### config.mk
export PLATFORM = sky130hd
export DESIGN_NAME = csr_unit
export DESIGN_NICKNAME = d
export VERILOG_FILES = /design/src/rtl/csr_pkg.sv /design/src/rtl/csr_counter64.sv /design/src/rtl/csr_unit.sv
export SDC_FILE = /design/constraint.sdc
export NUM_CORES = 1
export LEC_CHECK = 0
export CAP_MARGIN = 20
export CORE_ASPECT_RATIO = 1.1
export CORE_MARGIN = 2
export CORE_UTILIZATION = 40
export DETAILED_ROUTE_END_ITERATION = 6
export PLACE_DENSITY = 0.68
export SKIP_LAST_GASP = 1
export SLEW_MARGIN = 25
export SYNTH_ARGS = -nofsm -noshare
export SYNTH_HDL_FRONTEND = slang
export SYNTH_SLANG_ARGS = --single-unit
### constraint.sdc
create_clock -name clk -period 6.9 [get_ports clk]
set_input_delay 1.725 -clock clk [delete_from_list [all_inputs] [get_ports clk]]
set_output_delay 1.725 -clock clk [all_outputs]
set_load 0.02 [all_outputs]
### src/rtl/csr_pkg.sv
// Shared definitions for the machine-mode CSR file and trap controller.
// Addresses, func3 encodings, interrupt cause codes and trap FSM states.
package csr_pkg;

    localparam logic [11:0] CSR_MSTATUS   = 12'h300;
    localparam logic [11:0] CSR_MISA      = 12'h301;
    localparam logic [11:0] CSR_MIE       = 12'h304;
    localparam logic [11:0] CSR_MTVEC     = 12'h305;
    localparam logic [11:0] CSR_MSCRATCH  = 12'h340;
    localparam logic [11:0] CSR_MEPC      = 12'h341;
    localparam logic [11:0] CSR_MCAUSE    = 12'h342;
    localparam logic [11:0] CSR_MIP       = 12'h344;
    localparam logic [11:0] CSR_MCYCLE    = 12'hB00;
    localparam logic [11:0] CSR_MINSTRET  = 12'hB02;
    localparam logic [11:0] CSR_MCYCLEH   = 12'hB80;
    localparam logic [11:0] CSR_MINSTRETH = 12'hB82;
    localparam logic [11:0] CSR_MHARTID   = 12'hF14;

    localparam logic [3:0] IRQ_M_TIMER = 4'd7;
    localparam logic [3:0] IRQ_M_EXT   = 4'd11;

    typedef enum logic [2:0] {
        CSRRW  = 3'b001,
        CSRRS  = 3'b010,
        CSRRC  = 3'b011,
        CSRRWI = 3'b101,
        CSRRSI = 3'b110,
        CSRRCI = 3'b111
    } csr_func3_e;

    typedef enum logic {
        RUN  = 1'b0,
        TRAP = 1'b1
    } trap_state_t;

endpackage

### src/rtl/csr_counter64.sv
// 64-bit free-running counter with independent 32-bit half writes.
// A write to either half takes precedence over the increment.
module csr_counter64 (
    input  logic        clk,
    input  logic        reset_n,
    input  logic        inc,
    input  logic        wr_lo,
    input  logic        wr_hi,
    input  logic [31:0] wdata,
    output logic [63:0] value
);

    logic [63:0] cnt_q;

    always_ff @(posedge clk or negedge reset_n) begin
        if (!reset_n) begin
            cnt_q <= 64'd0;
        end else if (wr_lo) begin
            cnt_q[31:0] <= wdata;
        end else if (wr_hi) begin
            cnt_q[63:32] <= wdata;
        end else if (inc) begin
            cnt_q <= cnt_q + 64'd1;
        end
    end

    assign value = cnt_q;

endmodule

### src/rtl/csr_unit.sv
// Machine-mode CSR file with interrupt entry/exit sequencing.
// Sits in EX; csr_rdata feeds writeback, trap/mret redirect fetch.
module csr_unit
    import csr_pkg::*;
#(
    parameter logic [31:0] MTVEC_RESET = 32'h0000_0000,
    parameter logic [31:0] HART_ID     = 32'd0,
    parameter logic [31:0] MISA_VAL    = 32'h4000_0100
) (
    input  logic        clk,
    input  logic        reset_n,
    input  logic        csr_en,
    input  logic        csr_write,
    input  logic [2:0]  csr_func3,
    input  logic [11:0] csr_addr,
    input  logic [31:0] csr_rs1_data,
    input  logic [4:0]  csr_zimm,
    output logic [31:0] csr_rdata,
    input  logic        mret,
    input  logic        retire,
    input  logic        stall,
    input  logic [31:0] pc_ex,
    input  logic        irq_timer,
    input  logic        irq_external,
    output logic        trap_taken,
    output logic [31:0] trap_pc,
    output logic [31:0] mret_pc
);

    logic        tmr_s1, tmr_s2;
    logic        ext_s1, ext_s2;
    logic        st_mie, st_mpie;
    logic        mie_mtie, mie_meie;
    logic [31:0] mtvec_q, mepc_q, mcause_q, mscratch_q;
    logic [31:0] mstatus_val, mie_val, mip_val;
    logic [63:0] mcycle_val, minstret_val;

    trap_state_t state_q, state_d;
    logic        irq_pend, trap_take, mret_take;
    logic [3:0]  cause_code;

    csr_func3_e  op;
    logic [31:0] src, wdata;
    logic        op_valid, do_write;

    // Two-flop synchronisers on the asynchronous interrupt lines
    always_ff @(posedge clk or negedge reset_n) begin
        if (!reset_n) begin
            tmr_s1 <= 1'b0;
            tmr_s2 <= 1'b0;
            ext_s1 <= 1'b0;
            ext_s2 <= 1'b0;
        end else begin
            tmr_s1 <= irq_timer;
            tmr_s2 <= tmr_s1;
            ext_s1 <= irq_external;
            ext_s2 <= ext_s1;
        end
    end

    assign mstatus_val = {19'b0, 2'b11, 3'b0, st_mpie, 3'b0, st_mie, 3'b0};
    assign mie_val     = {20'b0, mie_meie, 3'b0, mie_mtie, 7'b0};
    assign mip_val     = {20'b0, ext_s2, 3'b0, tmr_s2, 7'b0};

    assign irq_pend   = |(mie_val & mip_val);
    assign trap_take  = (state_q == RUN) & st_mie & irq_pend & ~stall & ~mret;
    assign mret_take  = (state_q == RUN) & mret;
    assign cause_code = (ext_s2 & mie_meie) ? IRQ_M_EXT : IRQ_M_TIMER;

    always_comb begin
        csr_rdata = 32'd0;
        unique case (csr_addr)
            CSR_MSTATUS:   csr_rdata = mstatus_val;
            CSR_MISA:      csr_rdata = MISA_VAL;
            CSR_MIE:       csr_rdata = mie_val;
            CSR_MTVEC:     csr_rdata = mtvec_q;
            CSR_MSCRATCH:  csr_rdata = mscratch_q;
            CSR_MEPC:      csr_rdata = mepc_q;
            CSR_MCAUSE:    csr_rdata = mcause_q;
            CSR_MIP:       csr_rdata = mip_val;
            CSR_MCYCLE:    csr_rdata = mcycle_val[31:0];
            CSR_MCYCLEH:   csr_rdata = mcycle_val[63:32];
            CSR_MINSTRET:  csr_rdata = minstret_val[31:0];
            CSR_MINSTRETH: csr_rdata = minstret_val[63:32];
            CSR_MHARTID:   csr_rdata = HART_ID;
            default:       csr_rdata = 32'd0;
        endcase
    end

    assign op  = csr_func3_e'(csr_func3);
    assign src = csr_func3[2] ? {27'b0, csr_zimm} : csr_rs1_data;

    // Set/clear with a zero source is a pure read: no side effects
    always_comb begin
        wdata    = csr_rdata;
        op_valid = 1'b0;
        unique case (op)
            CSRRW, CSRRWI: begin
                wdata    = src;
                op_valid = 1'b1;
            end
            CSRRS, CSRRSI: begin
                wdata    = csr_rdata | src;
                op_valid = |src;
            end
            CSRRC, CSRRCI: begin
                wdata    = csr_rdata & ~src;
                op_valid = |src;
            end
            default: begin
                wdata    = csr_rdata;
                op_valid = 1'b0;
            end
        endcase
    end

    assign do_write = csr_en & csr_write & op_valid & ~trap_take;

    always_ff @(posedge clk or negedge reset_n) begin
        if (!reset_n) begin
            st_mie  <= 1'b0;
            st_mpie <= 1'b0;
        end else if (trap_take) begin
            st_mpie <= st_mie;
            st_mie  <= 1'b0;
        end else if (mret_take) begin
            st_mie  <= st_mpie;
            st_mpie <= 1'b1;
        end else if (do_write && csr_addr == CSR_MSTATUS) begin
            st_mie  <= wdata[3];
            st_mpie <= wdata[7];
        end
    end

    always_ff @(posedge clk or negedge reset_n) begin
        if (!reset_n) begin
            mie_mtie <= 1'b0;
            mie_meie <= 1'b0;
        end else if (do_write && csr_addr == CSR_MIE) begin
            mie_mtie <= wdata[7];
            mie_meie <= wdata[11];
        end
    end

    always_ff @(posedge clk or negedge reset_n) begin
        if (!reset_n) begin
            mtvec_q <= MTVEC_RESET & 32'hFFFF_FFFC;
        end else if (do_write && csr_addr == CSR_MTVEC) begin
            mtvec_q <= wdata & 32'hFFFF_FFFC;
        end
    end

    always_ff @(posedge clk or negedge reset_n) begin
        if (!reset_n) begin
            mscratch_q <= 32'd0;
        end else if (do_write && csr_addr == CSR_MSCRATCH) begin
            mscratch_q <= wdata;
        end
    end

    always_ff @(posedge clk or negedge reset_n) begin
        if (!reset_n) begin
            mepc_q   <= 32'd0;
            mcause_q <= 32'd0;
        end else if (trap_take) begin
            mepc_q   <= pc_ex & 32'hFFFF_FFFC;
            mcause_q <= {1'b1, 27'b0, cause_code};
        end else if (do_write) begin
            if (csr_addr == CSR_MEPC) begin
                mepc_q <= wdata & 32'hFFFF_FFFC;
            end
            if (csr_addr == CSR_MCAUSE) begin
                mcause_q <= wdata;
            end
        end
    end

    csr_counter64 u_mcycle (
        .clk     (clk),
        .reset_n (reset_n),
        .inc     (1'b1),
        .wr_lo   (do_write && csr_addr == CSR_MCYCLE),
        .wr_hi   (do_write && csr_addr == CSR_MCYCLEH),
        .wdata   (wdata),
        .value   (mcycle_val)
    );

    csr_counter64 u_minstret (
        .clk     (clk),
        .reset_n (reset_n),
        .inc     (retire),
        .wr_lo   (do_write && csr_addr == CSR_MINSTRET),
        .wr_hi   (do_write && csr_addr == CSR_MINSTRETH),
        .wdata   (wdata),
        .value   (minstret_val)
    );

    always_ff @(posedge clk or negedge reset_n) begin
        if (!reset_n) begin
            state_q <= RUN;
        end else begin
            state_q <= state_d;
        end
    end

    always_comb begin
        state_d = state_q;
        unique case (state_q)
            RUN:     state_d = trap_take ? TRAP : RUN;
            TRAP:    state_d = RUN;
            default: state_d = RUN;
        endcase
    end

    always_comb begin
        trap_taken = (state_q == TRAP);
    end

    assign trap_pc = {mtvec_q[31:2], 2'b00};
    assign mret_pc = {mepc_q[31:2], 2'b00};

endmodule

Word level (Yosys, flattened, before mapping):

Index checks and enable logic that the tools add are counted.

* add/subtract/negate cells: 2
* eq/ne operators: 20
* muxes and demuxes: 26
* bitwise operators: 18
* reduce and logical (&&, ||, !) cells: 24

Operator list (number)
* $mux 32: 13
* $pmux 32 s12: 1
* $add 64x1->64 const B: 2
* $eq 12x10->1 const B: 8
* $pmux 32 s3: 1
* $mux 64: 1
* $reduce_or 32->1: 2
* $eq 12x12->1 const B: 4
* $and 32x32->32: 1
* $not 32->32: 1
* $or 32x32->32: 1
* $and 12x12->12: 1
* $reduce_bool 2->1: 5
* $and 1x1->1: 9
* $eq 3x3->1 const B: 3
* $logic_and 1x1->1: 8
* $reduce_and 2->1: 4
* $mux 1: 7
* $eq 3x2->1 const B: 2
* $reduce_or 2->1: 3
* $not 1->1: 5
* $mux 4: 1
* $ne 2x1->1 const B: 2
* $pmux 1 s2: 2
* other kinds (3): 3

* flip-flop bits (word level): 263
* input bits: 93
* output and inout port bits: 97
* word-level logic and storage cells: 107

Logic depth before layout (Yosys ltp):

* depth in word-level cells: 11
* depth in mapped cells: 11
* mapped depth without buffers: 8

Modules after synthesis:

From an unflattened synthesis, not the netlist that was laid out.

* cell total of the unflattened synthesis: 2092
* area total of the unflattened synthesis: 18178.7 um^2

Modules (own cells, without submodules)
* csr_unit: instances 1, cells an instance 1051, area an instance 9584.2 um^2, sequential area each 3328.2 um^2
* csr_counter64 (u_minstret): instances 1, cells an instance 523, area an instance 4351.7 um^2, sequential area each 1601.5 um^2
* csr_counter64 (u_mcycle): instances 1, cells an instance 518, area an instance 4242.8 um^2, sequential area each 1601.5 um^2

Least setup slack after synthesis:

No wires, ideal clock.

* kind: input-to-output
* start point: input port csr_addr[1]
* end point: output port csr_rdata[0]
* arrival time: 3.409 ns
* data required time: 5.175 ns
* path slack: 1.766 ns
* stages: 9
* buffers on the path: 3
* path through: buf_6 -> or4_1 -> buf_4 -> nor3_4 -> buf_6 -> a22o_1 -> a221oi_1 -> and2_1 -> inv_1

* word-level cells in the longest chain between the ends: 2
* elaborated cells on any way between the ends: 13
* those cells by class: eq/ne: 12; mux: 1

Ends and longest elaborated chain
* start, declared: RTL line csr_unit.sv:15 `input logic [11:0] csr_addr,`
* $eq 12x12->1 / $eq 12x10->1 (equally long branches): RTL line csr_unit.sv:72 `unique case (csr_addr)`
* $pmux 32 s12 (*): RTL line csr_unit.sv:72
* end, declared: RTL line csr_unit.sv:18 `output logic [31:0] csr_rdata,`

Every way passes the cells marked *; elsewhere a longest branch is shown, timed or not.

Worst setup path in the final report:

* start point: input port csr_addr[0]
* end point: output port csr_rdata[2]

Same word-level chain as after synthesis.

==> impl_metrics.json <==
{
  "worst_slew_pin_slew_ps": 1100,
  "firstDrtPassIters": 7,
  "die_h_um": 223,
  "finalPower_mw": 3.76,
  "rsz0062_at_grt": "false",
  "cts.sinks": 261,
  "period_minus_slack_ps": 6740,
  "vias_per_cell": 6.86,
  "period_share_pct": 97.7,
  "routabilityCongestion": 1.04,
  "grt.busiest_layer": "met2",
  "htree_num_levels": 1,
  "setup_tns_ps": 0,
  "synthCells": 2078,
  "grt_util_met2_pct": 54.5,
  "grt_usage_pct": 37.1,
  "worstSkewPairLatency_ps": 590,
  "dp_hpwl_mm": 64.1,
  "setup_viol": 0,
  "clk_pin_slew_worst_paths_ps": 60,
  "cts_root_buf": "clkbuf_16",
  "syn-cell-area_mm2": 0.0174,
  "pin_count": 190,
  "diodes": 0,
  "reg2regPathDepth": 7,
  "holdPathStages": 0,
  "p_leak_nw": 8.46,
  "cts_hold_buffers": 0,
  "slew_viol_final": 0,
  "clock-skew-final_ps": 12.3,
  "core_mm2": 0.0432,
  "r2r-start": "st_mie",
  "drtIter0Drc": 3039,
  "grt-ovfl-total": 0,
  "ctsResizeCount": 0,
  "hold_end": "tmr_s2",
  "whs_ps": 351,
  "grt_max_degree": 104,
  "async_reset_ff_share_pct": 100,
  "synth_edf_count": 0,
  "initial_core_util_pct": 40.3,
  "arrival_ps": 5010,
  "crit_type": "primary input to primary output",
  "max-cap-violations": 0,
  "ys_ff_latch": 261,
  "slew-limit-headroom_pct": 26.5,
  "synth-main-ff-cell": "dfrtp_1",
  "nFillCells": 4189,
  "ir_drop_v": 0.000200,
  "holdCritStartpoint": "tmr_s1",
  "syn2layout_area_growth_pct": 20.6,
  "min_path_type": "flip-flop to flip-flop",
  "ys_warn_count": 0,
  "hold_viol_final": 0,
  "drive_gt1_share_pct": 10.5,
  "synth_seq_area_share_pct": 37.5,
  "syn-mean-instance-area_um2": 8.39,
  "ys_types": 98,
  "setup.worst_path.start_class": "primary input",
  "grt_first_pass_wirelength_mm": 124,
  "cts_buffers": 31,
  "power_density_mw_per_mm2": 179,
  "port_buffers": 183,
  "grt_antenna_before_repair": 4,
  "crit_path_max_fanout": 10,
  "ant_nets": 0,
  "chipWidth_um": 203,
  "met1_usage_pct": 51.4,
  "ff2ff_setup_slack_ps": 3210,
  "postCtsSetupBuffers": 0,
  "nNetsFinal": 2316,
  "max_freq_mhz": 148,
  "vias": 19300,
  "grt_pass1_vias": 17700,
  "wl_per_cell_um": 30.5,
  "worstReg2RegEnd": "u_minstret.value[34]",
  "cts_tree": "built",
  "die_area_mm2": 0.0453,
  "finalWirelength_mm": 85.9,
  "cts_buffer_depth": 3,
  "status": "completed",
  "placementRows": 80,
  "end_kind": "primary output",
  "drc": 0,
  "cp.required_ps": 5180,
  "grt_use_met3_pct": 7.67
}
## placed cells by master (no fill, tap or decap), drive strengths merged, types with 15 or more instances in the layout
| cell type | netlist | final |
|---|---|---|
| nand4 | 139 | 139 |
| clkdlybuf4s50 | 0 | 182 |
| or2 | 15 | 15 |
| inv | 46 | 48 |
| a21o | 15 | 15 |
| clkbuf | 107 | 42 |
| nor2 | 90 | 90 |
| o211ai | 45 | 45 |
| nor4 | 44 | 44 |
| a21oi | 129 | 129 |
| a22oi | 16 | 16 |
| nand3 | 89 | 89 |
| xor2 | 21 | 21 |
| a31oi | 24 | 24 |
| or4 | 15 | 15 |
| mux2i | 34 | 34 |
| mux2 | 29 | 29 |
| a22o | 15 | 15 |
| nor3 | 66 | 66 |
| o21ai | 201 | 201 |
| a211oi | 17 | 17 |
| buf | 63 | 95 |
| and3 | 45 | 45 |
| dfrtp | 261 | 261 |
| nor2b | 21 | 21 |
| nand2 | 240 | 240 |
| a221o | 18 | 18 |
| and4 | 19 | 19 |
| or3 | 27 | 27 |
## layout make-up
class | instances | area (um^2) | area share [%]
Clock buffer | 42 | 857 | 4.08
Clock inverter | 12 | 119 | 0.565
Inverter | 49 | 186 | 0.887
Multi-Input combinational cell | 1601 | 10000 | 47.7
Sequential cell | 261 | 6530 | 31.1
Tap cell | 574 | 718 | 3.42
Timing Repair Buffer | 277 | 2580 | 12.3
## critical path, cell delays in order
cell and delay, ps:
clkdlybuf4s50_1 640, buf_4 260, and4bb_1 220, buf_4 160, nand3_1 420, o2111ai_1 710, or2_2 260, clkdlybuf4s50_1 610
## routing by layer
metal | wire (um) | vias up
li1 | - | 8204
met1 | 33900 | 9392
met2 | 36700 | 1432
met3 | 9830 | 283
met4 | 5500 | 2
met5 | 18 | -
## kinds of logic (layout without fill, tap and decap cells)
group,after synthesis,in the layout,share of synthesized area [%]
AOI/OAI and AO/OA,625,625,23.8
xor gates and xnor gates,32,32,1.61
adders and majority gates,2,2,0.144
buffers and inverters,219,380,5.47
DFF,261,261,37.5
muxes,63,63,3.83
other,1,4,0.0215
and+or+nand+nor,875,875,27.7
## stage by stage
step / utilization (%) / worst slack [ps] / cells / cell area (um^2)
final: 48.6 / 161 / 2816 / 21000
after floorplan: - / 1770 / 2081 / 17400
after global routing: 48.6 / 168 / 2816 / 21000
after CTS: 48.6 / 242 / 2815 / 21000
after detailed placement: 46.3 / 251 / 2761 / 20000
after global placement: 46.3 / 207 / 2759 / 20000
## power breakdown
group	total, mW	internal, mW	switching (mW)
registers	1.68	1.58	0.102
clock network	1.64	0.937	0.699
logic	0.446	0.156	0.290
total	3.76	2.67	1.09
## sequential cells by signal (all words and copies together), names as in the netlist
register and count:
u_mcycle.value 64, u_minstret.value 64, mcause_q 32, mscratch_q 32
mepc_q 30, mtvec_q 30, ext_s1 1, ext_s2 1
mie_meie 1, mie_mtie 1, st_mie 1, st_mpie 1
tmr_s1 1, tmr_s2 1, trap_taken 1
## Yosys cell counts, types with 11 or more instances
cell,instances,area share (%)
and3_1,45,1.6
nor3b_1,12,0.52
nand2_1,238,5.1
a31oi_1,24,0.86
nor2_1,90,1.9
a22oi_1,16,0.69
a22o_1,15,0.75
and4_1,19,0.95
o211ai_1,44,1.9
or4_1,14,0.60
a221o_1,17,0.98
and2_1,13,0.47
nand2b_1,11,0.39
nor4_1,38,1.4
clkbuf_1,107,2.3
nand4_1,138,5.0
inv_1,46,0.99
nor2b_1,21,0.75
xor2_1,21,1.1
xnor2_1,11,0.55
o2111ai_1,14,0.70
mux2i_1,34,2.0
o21ai_0,191,5.5
or3_1,27,0.97
nor3_1,56,1.6
a21o_1,15,0.65
buf_2,39,1.1
a211oi_1,14,0.60
dfrtp_1,261,37
mux2_2,29,1.9
nand3_1,88,2.5
a21oi_1,128,3.7
## how the worst max path moves through the flow
| stage | start | to | slack [ps] | depth (start not counted) |
|---|---|---|---|---|
| 3_5_place_dp | csr_addr[7] | csr_rdata[30] | 250 | 7 |
| 5_1_grt | csr_addr[0] | csr_rdata[1] | 170 | 8 |
| 4_1_cts | csr_addr[7] | csr_rdata[30] | 240 | 7 |
| 2_1_floorplan | csr_addr[1] | csr_rdata[0] | 1770 | 9 |
| 6_report | csr_addr[0] | csr_rdata[2] | 160 | 8 |
| 3_3_place_gp | csr_addr[7] | csr_rdata[30] | 210 | 7 |
Note: power is estimated with default switching activity, not from simulation.
